--- src/rtl/cdb_arbiter_if.sv ---
// Result-requester handshake and the four registered common-data-bus forward ports.
// master = functional-unit/consumer side, slave = the arbiter.
interface cdb_arbiter_if #(
  parameter int NUM_REQ = 6
);
  logic [NUM_REQ-1:0]    req_valid;
  logic [22*NUM_REQ-1:0] req_data;
  logic [NUM_REQ-1:0]    req_ready;
  logic [22:0]           forwardA;
  logic [22:0]           forwardB;
  logic [22:0]           forwardC;
  logic [22:0]           forwardD;

  modport master (
    output req_valid,
    output req_data,
    input  req_ready,
    input  forwardA,
    input  forwardB,
    input  forwardC,
    input  forwardD
  );

  modport slave (
    input  req_valid,
    input  req_data,
    output req_ready,
    output forwardA,
    output forwardB,
    output forwardC,
    output forwardD
  );
endinterface

--- src/rtl/cdb_arbiter.sv ---
// CDB arbiter: grants up to four completed results per cycle with rotating priority; forward buses registered (1 cycle).
// req_ready is combinational from req_valid, forced low on flush/reset; requesters hold until granted.
module cdb_arbiter #(
  parameter int NUM_REQ = 6
) (
  input  logic         clk,
  input  logic         reset,
  input  logic         flush,
  cdb_arbiter_if.slave cdb
);

  localparam int NUM_BUS = 4;
  localparam int PTR_W   = $clog2(NUM_REQ);
  localparam int SLICE_W = 22;
  localparam logic [PTR_W:0] N_EXT = (PTR_W+1)'(NUM_REQ);

  typedef struct packed {
    logic        vld;
    logic [5:0]  tag;
    logic [15:0] val;
  } fwd_t;

  logic [PTR_W-1:0]         rr_ptr_q;
  logic [PTR_W-1:0]         rr_ptr_d;
  fwd_t [NUM_BUS-1:0]       fwd_q;
  fwd_t [NUM_BUS-1:0]       fwd_d;
  logic [NUM_REQ-1:0]       grant;

  // Operand is always below 2*NUM_REQ, so one conditional subtract is a full modulo.
  function automatic logic [PTR_W-1:0] wrap_idx(input logic [PTR_W:0] v);
    logic [PTR_W:0] r;
    r = (v >= N_EXT) ? (v - N_EXT) : v;
    return r[PTR_W-1:0];
  endfunction

  always_comb begin : grant_sel
    logic [2:0]       n_grant;
    logic [PTR_W-1:0] idx;
    logic [PTR_W-1:0] last_idx;
    grant    = '0;
    fwd_d    = '0;
    n_grant  = '0;
    idx      = '0;
    last_idx = rr_ptr_q;
    rr_ptr_d = rr_ptr_q;
    for (int k = 0; k < NUM_REQ; k++) begin
      idx = wrap_idx({1'b0, rr_ptr_q} + (PTR_W+1)'(k));
      // n-th grant in scan order drives bus n (A, B, C, D)
      if (!reset && !flush && cdb.req_valid[idx] && (n_grant < 3'(NUM_BUS))) begin
        grant[idx]          = 1'b1;
        fwd_d[n_grant[1:0]] = {1'b1, cdb.req_data[SLICE_W*idx +: SLICE_W]};
        n_grant             = n_grant + 3'd1;
        last_idx            = idx;
      end
    end
    if (n_grant != 3'd0) begin
      rr_ptr_d = wrap_idx({1'b0, last_idx} + (PTR_W+1)'(1));
    end
  end

  always_ff @(posedge clk) begin
    if (reset) begin
      rr_ptr_q <= '0;
      fwd_q    <= '0;
    end else begin
      rr_ptr_q <= rr_ptr_d;
      fwd_q    <= fwd_d;
    end
  end

  assign cdb.req_ready = grant;
  assign cdb.forwardA  = fwd_q[0];
  assign cdb.forwardB  = fwd_q[1];
  assign cdb.forwardC  = fwd_q[2];
  assign cdb.forwardD  = fwd_q[3];

  // Grants never exceed the bus count and only go to requesters holding a result.
  a_max_grants: assert property (@(posedge clk) $countones(grant) <= NUM_BUS);
  a_grant_valid: assert property (@(posedge clk) (grant & ~cdb.req_valid) == '0);

endmodule
--- src/flat_wrapper.sv ---
// flat-port wrapper written by rule: the top's interface ports become plain ports
module cdb_arbiter_flat 
#(
  parameter int NUM_REQ = 6
)
  (clk, reset, flush, cdb_req_valid, cdb_req_data, cdb_req_ready, cdb_forwardA, cdb_forwardB, cdb_forwardC, cdb_forwardD);
  cdb_arbiter_if #(.NUM_REQ(NUM_REQ)) cdb_i ();
  input  logic clk;
  input  logic reset;
  input  logic flush;
  input wire logic [$bits(cdb_i.req_valid)-1:0] cdb_req_valid;
  input wire logic [$bits(cdb_i.req_data)-1:0] cdb_req_data;
  output wire logic [$bits(cdb_i.req_ready)-1:0] cdb_req_ready;
  output wire logic [$bits(cdb_i.forwardA)-1:0] cdb_forwardA;
  output wire logic [$bits(cdb_i.forwardB)-1:0] cdb_forwardB;
  output wire logic [$bits(cdb_i.forwardC)-1:0] cdb_forwardC;
  output wire logic [$bits(cdb_i.forwardD)-1:0] cdb_forwardD;
  assign cdb_i.req_valid = cdb_req_valid;
  assign cdb_i.req_data = cdb_req_data;
  assign cdb_req_ready = cdb_i.req_ready;
  assign cdb_forwardA = cdb_i.forwardA;
  assign cdb_forwardB = cdb_i.forwardB;
  assign cdb_forwardC = cdb_i.forwardC;
  assign cdb_forwardD = cdb_i.forwardD;
  cdb_arbiter #(.NUM_REQ(NUM_REQ)) u_core (.clk(clk), .reset(reset), .flush(flush), .cdb(cdb_i));
endmodule
--- config.mk ---
export PLATFORM = sky130hd
export DESIGN_NAME = cdb_arbiter_flat
export DESIGN_NICKNAME = d
export VERILOG_FILES = /design/src/rtl/cdb_arbiter_if.sv /design/src/rtl/cdb_arbiter.sv /design/src/flat_wrapper.sv
export SDC_FILE = /design/constraint.sdc
export NUM_CORES = 1
export LEC_CHECK = 0
export CAP_MARGIN = 25
export CORE_MARGIN = 4
export CORE_UTILIZATION = 38
export CTS_CLUSTER_DIAMETER = 40
export DETAILED_ROUTE_END_ITERATION = 8
export SLEW_MARGIN = 10
export SYNTH_ARGS = -nofsm -noshare
export SYNTH_HDL_FRONTEND = slang
export SYNTH_SLANG_ARGS = --single-unit
--- constraint.sdc ---
create_clock -name clk -period 6.45 [get_ports clk]
set_input_delay 0.9675 -clock clk [delete_from_list [all_inputs] [get_ports clk]]
set_output_delay 0.9675 -clock clk [all_outputs]
set_load 0.02 [all_outputs]
==> results.md, run 1 <==
- The run finished with clean final reports.
- In this run, synthesis produced a sequential element count of 95.
- The width of the die is 177 µm.
- Setup repair after global routing left no endpoint under its margin.
- The sequential-to-total area share from yosys stat is 17.5%.
- Synthesis handed over a netlist of 1561 instances.
- The placeable core region is 0.0280 mm².
- On the final layout, the worst clock skew is 24.2 ps.
- The area growth from synthesis to layout is 28.0%.
- The cell area power density is 510 mW/mm².
- For this run, asynchronously set or reset flops after synthesis account for 0%.
- The net count after synthesis is 1727.
- The min-delay analysis places its worst path in the category reg2reg.
- VDD sags by at most 0.323 mV.
- The required time of the critical path is 5480 ps.
- The maximum clock path buffer count is 2.
- The final number of max-transition violations was 0.
- Of all cell types, the one taking the most synthesized area is sky130_fd_sc_hd__dfxtp_1.
- The library cell used most frequently in the layout, excluding fill and tap cells, is sky130_fd_sc_hd__clkdlybuf4s50_1.
- The post-route minimum period is 5950 ps.
- The initial cell density of the core is 38.8%.
- In this run the worst path has a maximum fanout of 6.
- The clock network accounts for 7.6% of the total power.
- Combinational logic is responsible for 81.1% of the overall power.
- The height of the chip is 177 µm.
- The number of global-route vias before repair is 11700.
- The sequential group share of total power is 11.3%.
- The utilization after layout is 49.6%.
- The overall die area is 0.0313 mm².
- STA classifies the critical path endpoint as an output pin.
- TritonCTS built the clock tree.
- STA classifies the critical path startpoint as an input port.
- The filler cell count is 2847.
- Routability-driven placement finished with a final weighted congestion of 0.987.
- Summing all multi-input logic gate instances after layout gives 0.00812 mm².
- Once detail routing completed, the nets flagged for antenna violations numbered 0.
- The worst setup margin is 500 ps.
- The number of iterations in the first detailed-routing pass is 7.
- The number of top-level pins is 239.
- The number of antenna violations at the first check in global routing is 1.
- In the layout the commonest cells are sky130_fd_sc_hd__clkdlybuf4s50_1 (232), sky130_fd_sc_hd__o21ai_0 (210), sky130_fd_sc_hd__nand2_1 (161).
- The count of buffers added on input and output ports is 238.
- The pin count of the biggest net entering global routing is 73.
- The final net count is 1884.
- Sorting the synthesized cells by area gives the leading types as sky130_fd_sc_hd__dfxtp_1 (18%), sky130_fd_sc_hd__o21ai_0 (9.7%), sky130_fd_sc_hd__o211ai_1 (9.2%).
- The wire-length estimate of the detail-placed layout is 37400 µm.
- At the placement stage, the worst setup path has a slack of 72.7 ps.
- Setup violations remaining at the end of the flow were counted as 0.
- The post-detailed-route wirelength per cell is 23.5 µm.
- The combined area of all synthesized cells is 0.0109 mm².
- The critical path is of the in2out type.
- The count of unique library cells instantiated by Yosys is 69.
- The root buffer cell is sky130_fd_sc_hd__clkbuf_16.
- The data arrival time of the critical path is 4980 ps.
- The analysis attributes to cell leakage a power of 5.10 nW.
- The setup fix buffers added after clock tree synthesis is 0.
- A synthesized cell averages 6.96 µm².
- Of the available clock period, the critical path in the final layout requires 92.3%.
- The number of warnings reported in the yosys synthesis log is 0.
- The net switching fraction of the power is 59.7%.
- The share of the synthesized area in the top cell type is 17.5%.
- Derived from the worst setup path, the maximum achievable clock frequency is 168 MHz.
- Across all hold checks on the routed design, the worst slack comes to 711 ps.
- In the final layout, the share of cells above drive strength 1 is 10.5%.
- After the first detailed-routing iteration, the DRC count stood at 1913.
- The total number of placement rows is 61.
- In the final layout, flip-flops and latches occupy 0.00191 mm².
- Counting the buffers created by CTS gives 9.
- The number of failing hold endpoints at the final stage is 0.
- Summed over all failing endpoints, the final setup total negative slack is 0 ps.
- The most used flip-flop cell after synthesis is sky130_fd_sc_hd__dfxtp_1.
- Summed over all layers, the global routing overflow is 0.
- Yosys mapped a number of flops with a built-in enable equal to 0.
- Using the TritonRoute via totals, the vias-per-cell ratio works out to 6.22.
- The first global-routing pass estimated 73300 µm of wire.
- For the pin with the worst max-slew slack, the measured transition is 1090 ps.
- The clock sink total is 95.
- The final wirelength is 49400 µm.
- Global routing used 30.1% of the available tracks.
- The max-capacitance violation count is 0.
- The internal power component is 0.00285 W.
- The clock tree synthesis step divided the H-tree into 3 levels.
- The routed layout has 13100 vias.
- For this design, the CTS-stage hold fixing added 0 buffers.
- The worst pin sits at a relative slew slack of 26.4%.
- The post-cts resize count is 0.
- The clock latency on the worst-skew pair is 370 ps.
- The detailed-route DRC error count is 0.
- Total power for the finished layout comes to 0.00708 W.
- The register clock-pin slew on the reported worst setup and hold paths is 90 ps.
- The switching power total is 0.00423 W.
[worst paths after layout]
kind	to	from	cells after the start	slack [ps]
max	cdb_req_ready[0]	cdb_req_valid[0]	19	500
min	u_core.rr_ptr_q[0]	u_core.rr_ptr_q[0]	3	710
max reg2reg	u_core.rr_ptr_q[2]	u_core.rr_ptr_q[1]	24	890
min reg2reg	u_core.rr_ptr_q[0]	u_core.rr_ptr_q[0]	3	710
[worst max-delay path, stage by stage]
cell,delay (ps)
sky130_fd_sc_hd__clkdlybuf4s50_1,560
sky130_fd_sc_hd__mux2_2,210
sky130_fd_sc_hd__a21oi_1,90
sky130_fd_sc_hd__o32a_1,340
sky130_fd_sc_hd__nor2_1,180
sky130_fd_sc_hd__inv_1,80
sky130_fd_sc_hd__ha_1,350
sky130_fd_sc_hd__xnor2_1,230
sky130_fd_sc_hd__ha_1,260
sky130_fd_sc_hd__inv_1,80
sky130_fd_sc_hd__a211oi_1,80
sky130_fd_sc_hd__a211oi_2,270
sky130_fd_sc_hd__inv_1,90
sky130_fd_sc_hd__ha_1,200
sky130_fd_sc_hd__nand3_1,180
sky130_fd_sc_hd__and3_1,250
sky130_fd_sc_hd__a31oi_1,120
sky130_fd_sc_hd__mux2i_1,200
sky130_fd_sc_hd__dlymetal6s2s_1,250
[kinds of logic after synthesis]
| group | count (synthesis) | synth area share (%) |
|---|---|---|
| and+or+nand+nor | 404 | 16.2 |
| muxes | 155 | 15.1 |
| AOI/OAI and AO/OA | 653 | 39.3 |
| DFF | 95 | 17.5 |
| xor gates and xnor gates | 10 | 0.945 |
| buffers and inverters | 219 | 8.05 |
| adders and majority gates | 25 | 2.88 |
[registers in the layout, summed over array words and instances, names as in the netlist]
name,count
u_core.rr_ptr_q,3
u_core.cdb.forwardC,23
u_core.cdb.forwardD,23
u_core.cdb.forwardB,23
u_core.cdb.forwardA,23
[synth_stat cells, types with 26 or more instances]
cell and number:
sky130_fd_sc_hd__a21o_1 26, sky130_fd_sc_hd__a21oi_1 99, sky130_fd_sc_hd__clkbuf_1 124, sky130_fd_sc_hd__dfxtp_1 95
sky130_fd_sc_hd__inv_1 62, sky130_fd_sc_hd__mux2_2 72, sky130_fd_sc_hd__mux2i_1 82, sky130_fd_sc_hd__nand2_1 161
sky130_fd_sc_hd__nand3_1 54, sky130_fd_sc_hd__nor2_1 127, sky130_fd_sc_hd__o211ai_1 133, sky130_fd_sc_hd__o21ai_0 211
[cell type report]
type,instances,share of cell area [%]
Clock inverter,7,0.450
Sequential cell,95,13.7
Inverter,66,1.80
Tap cell,378,3.40
Multi-Input combinational cell,1247,58.4
Clock buffer,9,1.62
Timing Repair Buffer,299,20.5
Antenna cell,1,0.0180
[metal layers]
metal	GRT usage [%]	up-vias	share of wire [%]
met3	9.91	44	14
met1	47.9	6021	47
met5	0	-	0
li1	-	6159	-
met2	38.9	846	38
met4	4.84	0	1.2
[stage by stage]
| step | instances | area [µm²] |
|---|---|---|
| global placement | 2084 | 13600 |
| global route | 2102 | 13900 |
| CTS | 2100 | 13900 |
| floorplan | 1561 | 10900 |
| detailed placement | 2084 | 13600 |
| finish | 2102 | 13900 |
[power by group through the flow]
stage	clock, W	sequential [W]	combinational [W]
floorplan	0	0.000988	0.00327
global placement	0	0.000812	0.00541
detailed placement	0	0.000814	0.00545
CTS	0.000551	0.000801	0.00547
global route	0.000579	0.000815	0.00607
finish	0.000541	0.000798	0.00574
(Power assumes the default switching activity.)
==> run 2: changes to the inputs <==
--- a/config.mk
+++ b/config.mk
@@ -6,10 +6,11 @@
 export NUM_CORES = 1
 export LEC_CHECK = 0
 export CAP_MARGIN = 25
-export CORE_MARGIN = 4
+export CORE_MARGIN = 2
 export CORE_UTILIZATION = 38
 export CTS_CLUSTER_DIAMETER = 40
 export DETAILED_ROUTE_END_ITERATION = 8
+export GPL_TIMING_DRIVEN = 0
 export SLEW_MARGIN = 10
 export SYNTH_ARGS = -nofsm -noshare
 export SYNTH_HDL_FRONTEND = slang
==> results.md, run 2 (synthesized netlist as in run 1, its figures left out) <==
- The run finished with clean final reports.
- The combined global-route utilization of all metal layers is 35.4% (+5.3 points).
- The post-detailed-route wirelength per cell came to 25.2 µm (+7.5%).
- The largest vdd supply drop came to 0.295 mV (-8.7%).
- The clock sink total came to 95 (unchanged).
- The total setup violations reported at the end of the flow is 0 (unchanged).
- The number of antenna violations at the first check in global routing is 0 (-1).
- Leaving out fill and tap cells, the most frequent cells in the layout are sky130_fd_sc_hd__clkdlybuf4s50_1 (232), sky130_fd_sc_hd__o21ai_0 (209), sky130_fd_sc_hd__nand2_1 (159).
- met2 is the most crowded layer.
- The detailed-route DRC error count is 0 (unchanged).
- The placement-stage cell area is 0.0137 mm² (+1.1%).
- The remaining antenna violation count is 0 (unchanged).
- The number of failing hold endpoints at the final stage is 0 (unchanged).
- The maximum fanout along the worst path is 13 (+7).
- The pin count of the biggest net entering global routing came to 20 (-73%).
- The number of iterations in the first detailed-routing pass is 9 (+2).
- The summed area of non-filler cells in the final layout is 0.0142 mm² (+2.4%).
- The number of buffer and inverter instances along the worst setup path is 7 (+2).
- The maximum clock path buffer count is 2 (unchanged).
- The initial cell density of the core is 38.9% (+0.11 points).
- The number of H-tree levels came to 3 (unchanged).
- The met2 track demand over resource is 52.9% (+14 points).
- The placeable core region is 0.0279 mm² (-0.27%).
- The met3 demand-to-capacity share in global routing was 9.83% (-0.084 points).
- The clock latency on the worst-skew pair was 370 ps (about the same).
- The highest achievable clock rate came to 159 MHz (-5.4%).
- STA classifies the critical path endpoint as an output pin.
- The worst relative slew slack is 20.8% (-5.6 points).
- The final net count is 1981 (+5.1%).
- The leftover overflow at the end of global routing is 0 (unchanged).
- The number of buffers created by CTS is 9 (unchanged).
- The classification of the worst-slack hold path is reg2reg.
- The max-capacitance violation count is 0 (unchanged).
- The required time of the critical path is 5480 ps (about the same).
- The family with the most delay on the worst path is compound AO/OA/AOI/OAI gates.
- The worst setup path is of the reg2out kind.
- The post-route minimum period is 6290 ps (+339 ps).
- The total number of placement rows was 61 (unchanged).
- The register clock-pin slew on the reported worst setup and hold paths is 90 ps (about the same).
- The critical path goes through clkinvlp_4, ha_1, clkbuf_4, a211o_1, mux2_4, o32a_1, nor2_4, inv_2, ha_2, o31a_2, and4_1, buf_6, inv_4, ha_1, a21oi_2, and3_1, buf_4, a31oi_2, mux2i_1, buf_4.
- The critical path's slowest cell is sky130_fd_sc_hd__dfxtp_4.
- The data arrival time of the critical path is 5320 ps (+340 ps).
- The height of the chip is 173 µm (-2.3%).
- From synthesis to final layout, the design area changed by 31.0%.
- The total number of vias is 13900 (+6.4%).
- TritonCTS built the clock tree.
- The share of post-route cells with drive strength above 1 is 9.01% (-1.5 points).
- The leading cell type in the layout, fill and taps excluded is sky130_fd_sc_hd__clkdlybuf4s50_1.
- The delay of the slowest critical-path stage came to 460 ps (-100 ps).
- The cell area power density came to 527 mW/mm² (+3.3%).
- The cell leakage power came to 5.06 nW (-0.75%).
- The root buffer cell is sky130_fd_sc_hd__clkbuf_16.
- The number of vias per cell after detailed routing came to 6.33 (+1.8%).
- The worst hold slack is 625 ps (-86.2 ps).
- The met1 track demand over resource in global routing is 50.2% (+2.3 points).
- The area taken by multi-input logic gates is 0.00819 mm² (+0.85%).
- The estimated wirelength of the detail-placed design is 45200 µm (+21%).
- The storage element area is 0.00191 mm² (+0.26%).
- The width of the die is 173 µm (-2.3%).
- The wire length of the first global-routing pass is 81800 µm (+12%).
- The final wirelength came to 55500 µm (+12%).
- The number of DRC markers in iteration 0 was 2288 (+20%).
- The transition time of the tightest slew-check pin is 1190 ps (+94.8 ps).
- STA classifies the critical path startpoint as a flop.
- Setup repair after global routing left no endpoint under its margin.
- The number of top-level pins is 239 (unchanged).
- The final number of max-transition violations is 0 (unchanged).
- The number of port buffers was 238 (unchanged).
- The final worst-path cycle share was 97.5% (+5.2 points).
- The overall die area is 0.0299 mm² (-4.5%).
- The setup skew after layout came to 22.5 ps (-1.72 ps).
- The filler cell count is 2826 (-0.74%).
- The global placer's final weighted congestion is 1.02 (+3.9%).
- The number of global-route vias before repair is 13000 (+12%).
==> run 2: cell types whose count changed in the layout (fill, tap and decap cells not counted), moves of 3 or more <==
cell / delta
sky130_fd_sc_hd__dlymetal6s2s_1: -6
sky130_fd_sc_hd__clkbuf_1: +118
sky130_fd_sc_hd__ha_2: -3
sky130_fd_sc_hd__inv_1: -3
sky130_fd_sc_hd__buf_6: +6
sky130_fd_sc_hd__buf_1: +13
sky130_fd_sc_hd__clkbuf_2: +4
sky130_fd_sc_hd__buf_4: -50
sky130_fd_sc_hd__buf_2: +8
==> run 2: area by class of cell <==
class                      instances  area share (%)
buffer                           150            4.50
timing repair buffer             246            17.1
tap                              378            3.33
antenna                            1          0.0176
sequential                        95            13.4
inverter                          66            1.83
multi-input combinational       1247            57.6
clock buffer                       9            1.58
clock inverter                     7           0.607
==> run 2: report_power, final <==
| part | internal (W) | switching (W) |
|---|---|---|
| combinational | 0.00184 | 0.00425 |
| sequential | 0.000750 | 0.0000505 |
| clock | 0.000311 | 0.000280 |
==> run 2: metrics by stage <==
| stage | power (W) | worst slack (ps) | TNS [ps] | cells | utilization, % |
|---|---|---|---|---|---|
| 6_report | 0.00749 | 161 | 0 | 2199 | 50.9 |
| 4_1_cts | 0.00712 | 2.31 | 0 | 2196 | 50.6 |
| 3_3_place_gp | 0.00648 | -1670 | -86360 | 2177 | 49.1 |
| 3_5_place_dp | 0.00648 | -1760 | -93570 | 2177 | 49.1 |
| 5_1_grt | 0.00780 | 5.63 | 0 | 2198 | 50.9 |
| 2_1_floorplan | 0.00426 | 374 | 0 | 1561 | - |
==> run 2: layer usage <==
metal / wire, µm / up-vias
met5: 19 / -
met4: 1230 / 2
met3: 7360 / 109
met2: 23000 / 981
met1: 23900 / 6461
li1: - / 6360
==> run 2: final timing paths <==
kind / start / to / slack, ps / depth (start not counted)
setup / recovery: u_core.rr_ptr_q[1] / cdb_req_ready[1] / 160 / 20
hold / removal: u_core.rr_ptr_q[1] / u_core.rr_ptr_q[1] / 620 / 2
setup reg to reg: u_core.rr_ptr_q[1] / u_core.rr_ptr_q[2] / 350 / 26
hold reg to reg: u_core.rr_ptr_q[1] / u_core.rr_ptr_q[1] / 620 / 2
==> run 2: tightest hold or removal path, delay by kind of cell (launching register included) <==
kind,cells,cell delay [ps]
flops,1,420
simple gates,1,110
compound gates,1,60
==> run 2: repair_timing <==
action	CTS	global route
buffers inserted	5	3
hold buffers	0	0
hold endpoints to repair	0	0
gates resized for setup	40	23
gates cloned	0	0
setup endpoints to repair	101	29
pin swaps	3	3
